==> src/rtl/tmds_lock_ctrl.sv <==
// tmds_lock_ctrl: TMDS 3-channel lock acquisition and loss monitor; `LOCK_STATS_EN` adds lost_count
module tmds_lock_ctrl #(
  parameter int RST_CYCLES     = 16,
  parameter int VLD_TIMEOUT    = 1048576,
  parameter int RDY_TIMEOUT    = 65536,
  parameter int VERIFY_TIMEOUT = 1048576,
  parameter int CTL_RUN        = 12,
  parameter int MISMATCH_MAX   = 4
) (
  input  logic        pclk,
  input  logic        reset,
  input  logic [2:0]  ch_vld,
  input  logic [2:0]  ch_rdy,
  input  logic [2:0]  ch_ctl_vld,
  input  logic [2:0]  ch_de,
  input  logic        force_relock,
  output logic        chan_reset,
  output logic        locked,
  output logic        lock_lost,
  output logic [7:0]  retry_cnt,
  output logic [2:0]  state,
  output logic [15:0] lost_count
);
  localparam int RW = $clog2(CTL_RUN + 1);
  localparam int MW = $clog2(MISMATCH_MAX + 1);
  typedef enum logic [2:0] {
    RESET_HOLD = 3'd0,
    WAIT_VLD   = 3'd1,
    WAIT_RDY   = 3'd2,
    VERIFY     = 3'd3,
    LOCKED     = 3'd4
  } state_t;
  state_t cur, nxt;
  logic [23:0] timer;
  logic [RW-1:0] run, run_nxt;
  logic [MW-1:0] mm, mm_nxt;
  logic link_ok;
  assign state = cur;
  // next state: success beats timeout, force_relock beats everything outside RESET_HOLD
  always_comb begin
    link_ok = (&ch_vld) && (&ch_rdy);
    run_nxt = (ch_ctl_vld == 3'b111) ? run + 1'b1 : '0;
    mm_nxt = (ch_de != 3'b000 && ch_de != 3'b111) ? mm + 1'b1 : '0;
    nxt = cur;
    case (cur)
      RESET_HOLD: nxt = (timer == 24'(RST_CYCLES - 1)) ? WAIT_VLD : RESET_HOLD;
      WAIT_VLD:   nxt = (&ch_vld) ? WAIT_RDY : (timer == 24'(VLD_TIMEOUT - 1)) ? RESET_HOLD : WAIT_VLD;
      WAIT_RDY:   nxt = link_ok ? VERIFY : !(&ch_vld) ? RESET_HOLD :
                        (timer == 24'(RDY_TIMEOUT - 1)) ? RESET_HOLD : WAIT_RDY;
      VERIFY:     nxt = !link_ok ? RESET_HOLD : (run_nxt == RW'(CTL_RUN)) ? LOCKED :
                        (timer == 24'(VERIFY_TIMEOUT - 1)) ? RESET_HOLD : VERIFY;
      LOCKED:     nxt = (!link_ok || mm_nxt == MW'(MISMATCH_MAX)) ? RESET_HOLD : LOCKED;
      default:    nxt = RESET_HOLD;
    endcase
    if (force_relock && cur != RESET_HOLD) nxt = RESET_HOLD;
  end
  // state, timer, run/mismatch counters and registered outputs derived from the next state
  always_ff @(posedge pclk) begin
    if (reset) begin
      cur <= RESET_HOLD;
      timer <= '0;
      run <= '0;
      mm <= '0;
      chan_reset <= 1'b1;
      locked <= 1'b0;
      lock_lost <= 1'b0;
      retry_cnt <= '0;
    end else begin
      cur <= nxt;
      timer <= (nxt != cur) ? '0 : timer + 1'b1;
      run <= (cur == VERIFY && nxt == VERIFY) ? run_nxt : '0;
      mm <= (cur == LOCKED && nxt == LOCKED) ? mm_nxt : '0;
      chan_reset <= nxt == RESET_HOLD;
      locked <= nxt == LOCKED;
      lock_lost <= cur == LOCKED && nxt != LOCKED;
      if (nxt == RESET_HOLD && cur != RESET_HOLD && retry_cnt != 8'hff) retry_cnt <= retry_cnt + 1'b1;
    end
  end
`ifdef LOCK_STATS_EN
  // saturating count of LOCKED exits
  always_ff @(posedge pclk) begin
    if (reset) lost_count <= '0;
    else if (cur == LOCKED && nxt != LOCKED && lost_count != 16'hffff) lost_count <= lost_count + 1'b1;
  end
`else
  assign lost_count = '0;
`endif
endmodule

==> config.mk <==
export PLATFORM = sky130hd
export DESIGN_NAME = tmds_lock_ctrl
export DESIGN_NICKNAME = d
export VERILOG_FILES = /design/src/rtl/tmds_lock_ctrl.sv
export SDC_FILE = /design/constraint.sdc
export NUM_CORES = 1
export LEC_CHECK = 0
export CORE_ASPECT_RATIO = 0.75
export CORE_MARGIN = 2
export CORE_UTILIZATION = 50
export CTS_CLUSTER_DIAMETER = 80
export CTS_CLUSTER_SIZE = 25
export DETAILED_ROUTE_END_ITERATION = 16
export MAX_ROUTING_LAYER = met4
export PLACE_DENSITY = 0.81
export REMOVE_ABC_BUFFERS = 1
export SLEW_MARGIN = 25
export SYNTH_ARGS = -nofsm -noshare
export SYNTH_HDL_FRONTEND = slang
export SYNTH_SLANG_ARGS = --single-unit
export TNS_END_PERCENT = 10
==> constraint.sdc <==
create_clock -name pclk -period 3 [get_ports pclk]
set_input_delay 0.75 -clock pclk [delete_from_list [all_inputs] [get_ports pclk]]
set_output_delay 0.75 -clock pclk [all_outputs]
set_load 0.05 [all_outputs]
### Yosys cells after proc, flatten, opt, wreduce, memory -nomap -nowiden

Index checks and enable logic that the tools add are counted.

| word-level totals | value |
|---|---|
| output and inout bits | 30 |
| word-level logic and storage cells | 63 |
| register bits | 45 |
| input bits | 15 |

| cells by class | value |
|---|---|
| reductions and logical operators | 19 |
| multiplexer cells | 14 |
| bitwise gates (word level) | 2 |
| add/sub/neg operators | 4 |
| equality and inequality tests | 16 |

Operators with widths:

| operator | count |
|---|---|
| $add 24x1->24 const B | 1 |
| $eq 24x16->1 const B | 1 |
| $eq 24x20->1 const B | 1 |
| $eq 24x4->1 const B | 1 |
| $mux 3 | 5 |
| $pmux 3 s5 | 1 |
| $eq 3x3->1 const B | 4 |
| $mux 2 | 5 |
| $eq 3x2->1 const B | 3 |
| $add 8x1->8 const B | 1 |
| $logic_and 1x1->1 | 8 |
| $ne 8x8->1 const B | 1 |
| $logic_not 3->1 | 2 |
| $ne 3x3->1 const B | 2 |
| $reduce_and 3->1 | 2 |
| $reduce_bool 3->1 | 2 |
| $reduce_or 2->1 | 3 |
| $add 4x1->4 const B | 1 |
| $eq 4x4->1 const B | 1 |
| $mux 4 | 1 |
| $add 3x1->3 const B | 1 |
| $eq 3x1->1 const B | 1 |
| $ne 3x3->1 | 1 |
| $mux 1 | 2 |
| 3 further kinds | 4 |

### Logic depth before layout (Yosys ltp)

| logic depth | value |
|---|---|
| depth in word-level cells | 12 |
| gate-level depth with buffers | 11 |
| mapped depth without buffers | 8 |

### Least setup slack after synthesis

OpenSTA, ideal clock, no wires.

| timing | value |
|---|---|
| path kind | input-to-reg |
| start | input ch_de[0] |
| end | register timer[15] |
| slack | 0.378 ns |
| arrival time | 2.558 ns |
| stages on the path | 9 |
| data required time | 2.936 ns |
| cell sequence | or3_1 > nand4_1 > or4b_1 > a21oi_1 > nor2_1 > or3b_1 > buf_6 > buf_8 > nor2_1 |

| between the ends | value |
|---|---|
| cells in the longest elaborated chain, start to end | 10 |
| elaborated cells between the ends (all ways) | 11 |
| classes of those cells | 3 x eq/ne; 4 x mux; 4 x reduce/logical |

RTL lines:

| element | RTL line | text |
|---|---|---|
| start, declared | 15 | `input logic [2:0] ch_de,` |
| $ne 3x3->1 / $reduce_bool 3->1 (equally long branches) | 43 | `mm_nxt = (ch_de != 3'b000 && ch_de != 3'b111) ? mm + 1'b1 : '0;` |
| $logic_and 1x1->1 * | 43 |  |
| $mux 3 * | 43 |  |
| $eq 3x3->1 * | 52 | `LOCKED: nxt = (!link_ok \|\| mm_nxt == MW'(MISMATCH_MAX)) ? RESET_HOLD : LOCKED;` |
| $logic_or 1x1->1 * | 52 |  |
| $mux 3 * | 52 |  |
| $pmux 3 s5 * | 45 | `case (cur)` |
| $mux 3 * | 55 | `if (force_relock && cur != RESET_HOLD) nxt = RESET_HOLD;` |
| $ne 3x3->1 * | 70 | `timer <= (nxt != cur) ? '0 : timer + 1'b1;` |
| $reduce_or 2->1 (no line) * | - |  |
| end signal, assigned | 70 |  |
| end, declared | 34 | `logic [23:0] timer;` |

Every way passes the cells marked *; elsewhere a longest branch is shown, timed or not.
A chain may end at the register's enable or synchronous reset.

### Worst setup path in the final report

| timing | value |
|---|---|
| start | input ch_vld[2] |
| end | register timer[10] |

| between the ends | value |
|---|---|
| cells in the longest elaborated chain, start to end | 9 |
| elaborated cells between the ends (all ways) | 13 |
| classes of those cells | 1 x eq/ne; 7 x mux; 5 x reduce/logical |

RTL lines:

| element | RTL line | text |
|---|---|---|
| start, declared | 12 | `input logic [2:0] ch_vld,` |
| $reduce_and 3->1 * | 41, 47, 48 |  |
| $logic_and 1x1->1 | 41 | `link_ok = (&ch_vld) && (&ch_rdy);` |
| $logic_not 1->1 | 52 |  |
| $logic_or 1x1->1 | 52 |  |
| $mux 3 | 52 |  |
| $pmux 3 s5 * | 45 |  |
| $mux 3 * | 55 |  |
| $ne 3x3->1 * | 70 |  |
| $reduce_or 2->1 (no line) * | - |  |

Marks and branches as above.

==> metrics list <==
- Result of the run: finished clean
* Share of the clock period used by the worst path: 0.971
- The share of synthesized area in the top cell type comes to 0.382.
- Highest attainable clock frequency: 0.343 GHz
- In this run the power spent charging and discharging nets is 266 uW.
- Number of DRC violations after detailed-routing iteration 0: about 250
- In the global route stage, overall resource usage came out at 0.199.
- Number of placed instances, taps included: 355
* Clock Latency Late Sink: 0.29 ns
* Post-layout utilization of the core: 0.620
- The startpoint identified for the worst register-to-register timing path is timer[0].
- In this run the worst setup path begins at ch_vld[2].
- Max-slew violations: 0
- TritonCTS built the clock tree.
- Largest stage delay, worst path: 0.44 ns
- Post-synth EDFFs: 0
- Crit path max-delay cell type: sky130_fd_sc_hd__clkdlybuf4s50_1
- Comb power frac: 0.079
* Vias: 1947
- Switching part of the total: 0.228
* Level count of the clock H-tree: 2
- Among all flip-flop cells after synthesis, the most frequent one is sky130_fd_sc_hd__dfxtp_1.
- Fillers: 396
* Lkg Pwr: 0.00111 uW
- CORE AREA: 0.00449 sq mm
- Top cells by area, synth: sky130_fd_sc_hd__dfxtp_1, sky130_fd_sc_hd__xor2_1, sky130_fd_sc_hd__nor2_1
* Ys Warns: 0
- Once the clock tree was built, the setup fixing pass inserted 0 buffers.
- On the final layout, the worst clock skew is 0.0101 ns.
- Proportion of synthesized flip-flops having asynchronous set or reset: 0
- Final setup viols: 0
* Count of cell instances traversed by the critical path: 9
- Proportion of synthesized chip area in sequential cells: 0.382
* Area overhead of the layout relative to synthesis: 18.3%
- Pint: 900 uW
- Once placement finished, the instance area stood at approximately 0.0027 sq mm.
* Clock transition time at the flip-flop clock pins of the worst setup and hold paths: ~0.070 ns
- Setup repair after global routing left no endpoint under its margin.
* TritonCTS sink count: 45
* Largest delay share family, worst path: simple AND/OR/NAND/NOR gates
- Worst Slack Setup Final: 0.0876 ns
- The pre-antenna-repair detailed-routing pass consisted of 4 iterations.
* Cell area after layout: 0.00279 sq mm
- IO Pins: 45
* Synth Register Bits: 45
* Maximum fanout along the worst path: 24
* Pre-CTS worst setup slack: -0.196 ns
- Portion of total power attributed to the clock network: 0.404
- Total routed wirelength: 4900 um
- Floorplan die area: ~0.0053 sq mm
* End of the critical path: timer[10]
- From bottom edge to top edge, the die measures about 63 um.
- Post-synthesis cell count: 268
- CP required: 3.22 ns
* Sum of overflow across all layers after global routing: 0
- The hold violation total from the final report is 0.
* Max cap viols: 0
- Number of port buffers: 28
- Fraction of layout instances using a drive strength above 1: 0.111
- The worst hold path begins at mm[0].
* Initial cell density of the core: 0.525
- Number of cells traversed by the worst register-to-register path: 10
* Sum of negative setup slack: 0 ns
- Subtracting the final worst setup slack from the clock period gives roughly 2.9 ns.
- Post-route non-filler standard cell count: 363
- The most common cell in the synthesized netlist is sky130_fd_sc_hd__dfxtp_1.
- The largest total area in the synthesized netlist belongs to sky130_fd_sc_hd__dfxtp_1.
- Vias in the first global route: 1752
- ANT cells: 0
- Number of distinct library cells after synthesis: between 50 and 60
* Number of buffers created by CTS: 5
* Cells along the critical path: clkdlybuf4s50_1, and3_1, nand4_1, buf_4, or3_4, a31oi_1, or3b_1, buf_12, nor2_1
- STA classifies the critical path startpoint as an input port.
- After detailed routing, the number of vias per cell comes to 5.36.
- RR Endpoint: timer[10]
* Number of nets still failing antenna checks after routing: 0
- Largest net degree at the start of global routing: 25
- Top post-synthesis cells by count: sky130_fd_sc_hd__dfxtp_1, sky130_fd_sc_hd__nor2_1, sky130_fd_sc_hd__xor2_1
- IR drop worst, VDD: 230 uV
* Slew of the pin with the lowest slew margin: 0.514 ns
* Routability congestion estimate: 0.922
- Dividing the detail-routed wire length by the instance count gives 13.5 um.
- Hold repair after CTS inserted 0 buffers.
* Total power per unit cell area: 418 mW/mm^2
* Worst path bufs/invs: 3
- The first global-routing pass estimated between 8000 and 9000 um of wire.
* Root Driver: sky130_fd_sc_hd__clkbuf_8
- Bufs on Longest Clock Path: 2
- A synthesized cell averages 8.80 sq um.
- The worst hold path belongs to the class flip-flop to flip-flop.
- After legalization and detailed placement, the total HPWL measured 3680 um.
- Critical path data arrival time: 3.13 ns
- Crit Path Category: input port to flip-flop
- Measured against its own limit, the worst slew margin works out to 0.653.
- # resized after CTS: 0
* Critical path capture point type: flip-flop
* Cell area after technology mapping: 0.00236 sq mm
* Final routed DRC violation total: 0
- The die is 83.3 um wide.
- Net count reported at finish: between 300 and 400
- The worst register-to-register path has a setup slack of about 0.42 ns.
* Initial antenna violation count: 0
- In this run the core area contains 21 standard-cell rows.
* Sequential Power Share: 0.517
sequential cells by signal (all words and copies together), names as in the netlist:
name,flops
chan_reset,1
mm,3
lock_lost,1
locked,1
timer,24
retry_cnt,8
state,3
run,4
logic make-up after synthesis:
group | share of synthesized area
and+or+nand+nor | 0.314
AOI/OAI and AO/OA | 0.0711
buffers and inverters | 0.0897
adders and majority gates | 0.0212
xor gates and xnor gates | 0.0966
DFF | 0.382
muxes | 0.0234
other | 0.00159
per-layer routing:
metal  track usage  vias to the layer above  routed length [um]
met4        0.0430                        0                  31
li1              -                      973                   -
met3        0.0406                        2                 300
met1         0.287                      912                2450
met5             -                        -                   0
met2         0.287                       60                2120
power by group through the flow:
stage / Clock (uW) / Sequential, uW / Combinational [uW]
after detailed placement: 0 / 617 / 91.7
after global placement: 0 / 617 / 90.5
final: 470 / 603 / 92.1
after global routing: 508 / 604 / 98.0
after floorplan: 0 / 617 / 59.3
after CTS: 478 / 603 / 91.7
final cells by class:
cell class / count / area [sq um] / area share
Tap cell: 57 / 71.3 / 0.0256
Multi-Input combinational cell: 209 / 1310 / 0.468
Inverter: 5 / 18.8 / 0.00673
Sequential cell: 45 / 901 / 0.323
Clock inverter: 1 / 30.0 / 0.0108
Timing Repair Buffer: 39 / 375 / 0.135
Clock buffer: 7 / 86.3 / 0.0310
worst min-delay path by stage:
stage	to	slack (ns)	cells after the start
2_1_floorplan	mm[0]	0.41	1
3_3_place_gp	mm[0]	0.43	1
3_5_place_dp	mm[0]	0.45	1
4_1_cts	mm[0]	0.47	1
5_1_grt	timer[0]	0.48	1
6_report	mm[0]	0.46	1
stage by stage:
step	hold WS [ns]	power [uW]
2_1_floorplan	0.413	676
3_3_place_gp	0.433	707
3_5_place_dp	0.447	709
4_1_cts	0.465	1170
5_1_grt	0.478	1210
6_report	0.463	1170
cell usage in the layout, fill, tap and decap left out, types with 2 or more instances in the layout:
| cell | instances |
|---|---|
| sky130_fd_sc_hd__clkdlybuf4s50_1 | 28 |
| sky130_fd_sc_hd__nor2b_1 | 12 |
| sky130_fd_sc_hd__buf_4 | 10 |
| sky130_fd_sc_hd__inv_1 | 5 |
| sky130_fd_sc_hd__a21oi_2 | 2 |
| sky130_fd_sc_hd__nand3_1 | 15 |
| sky130_fd_sc_hd__clkbuf_8 | 6 |
| sky130_fd_sc_hd__mux2_2 | 4 |
| sky130_fd_sc_hd__nand2b_1 | 2 |
| sky130_fd_sc_hd__xnor2_1 | 4 |
| sky130_fd_sc_hd__o2111ai_1 | 2 |
| sky130_fd_sc_hd__dfxtp_1 | 45 |
| sky130_fd_sc_hd__nand4_1 | 11 |
| sky130_fd_sc_hd__conb_1 | 16 |
| sky130_fd_sc_hd__nor3_1 | 3 |
| sky130_fd_sc_hd__a21oi_1 | 4 |
| sky130_fd_sc_hd__nor4_1 | 4 |
| sky130_fd_sc_hd__nor2_1 | 36 |
| sky130_fd_sc_hd__and2_1 | 2 |
| sky130_fd_sc_hd__and3_1 | 12 |
| sky130_fd_sc_hd__ha_1 | 4 |
| sky130_fd_sc_hd__and4_1 | 3 |
| sky130_fd_sc_hd__or3_1 | 3 |
| sky130_fd_sc_hd__nor4b_1 | 3 |
| sky130_fd_sc_hd__nor2_2 | 4 |
| sky130_fd_sc_hd__o21ai_0 | 3 |
| sky130_fd_sc_hd__xor2_1 | 22 |
| sky130_fd_sc_hd__nand2_1 | 15 |
Power figures use the tool's default switching activity.
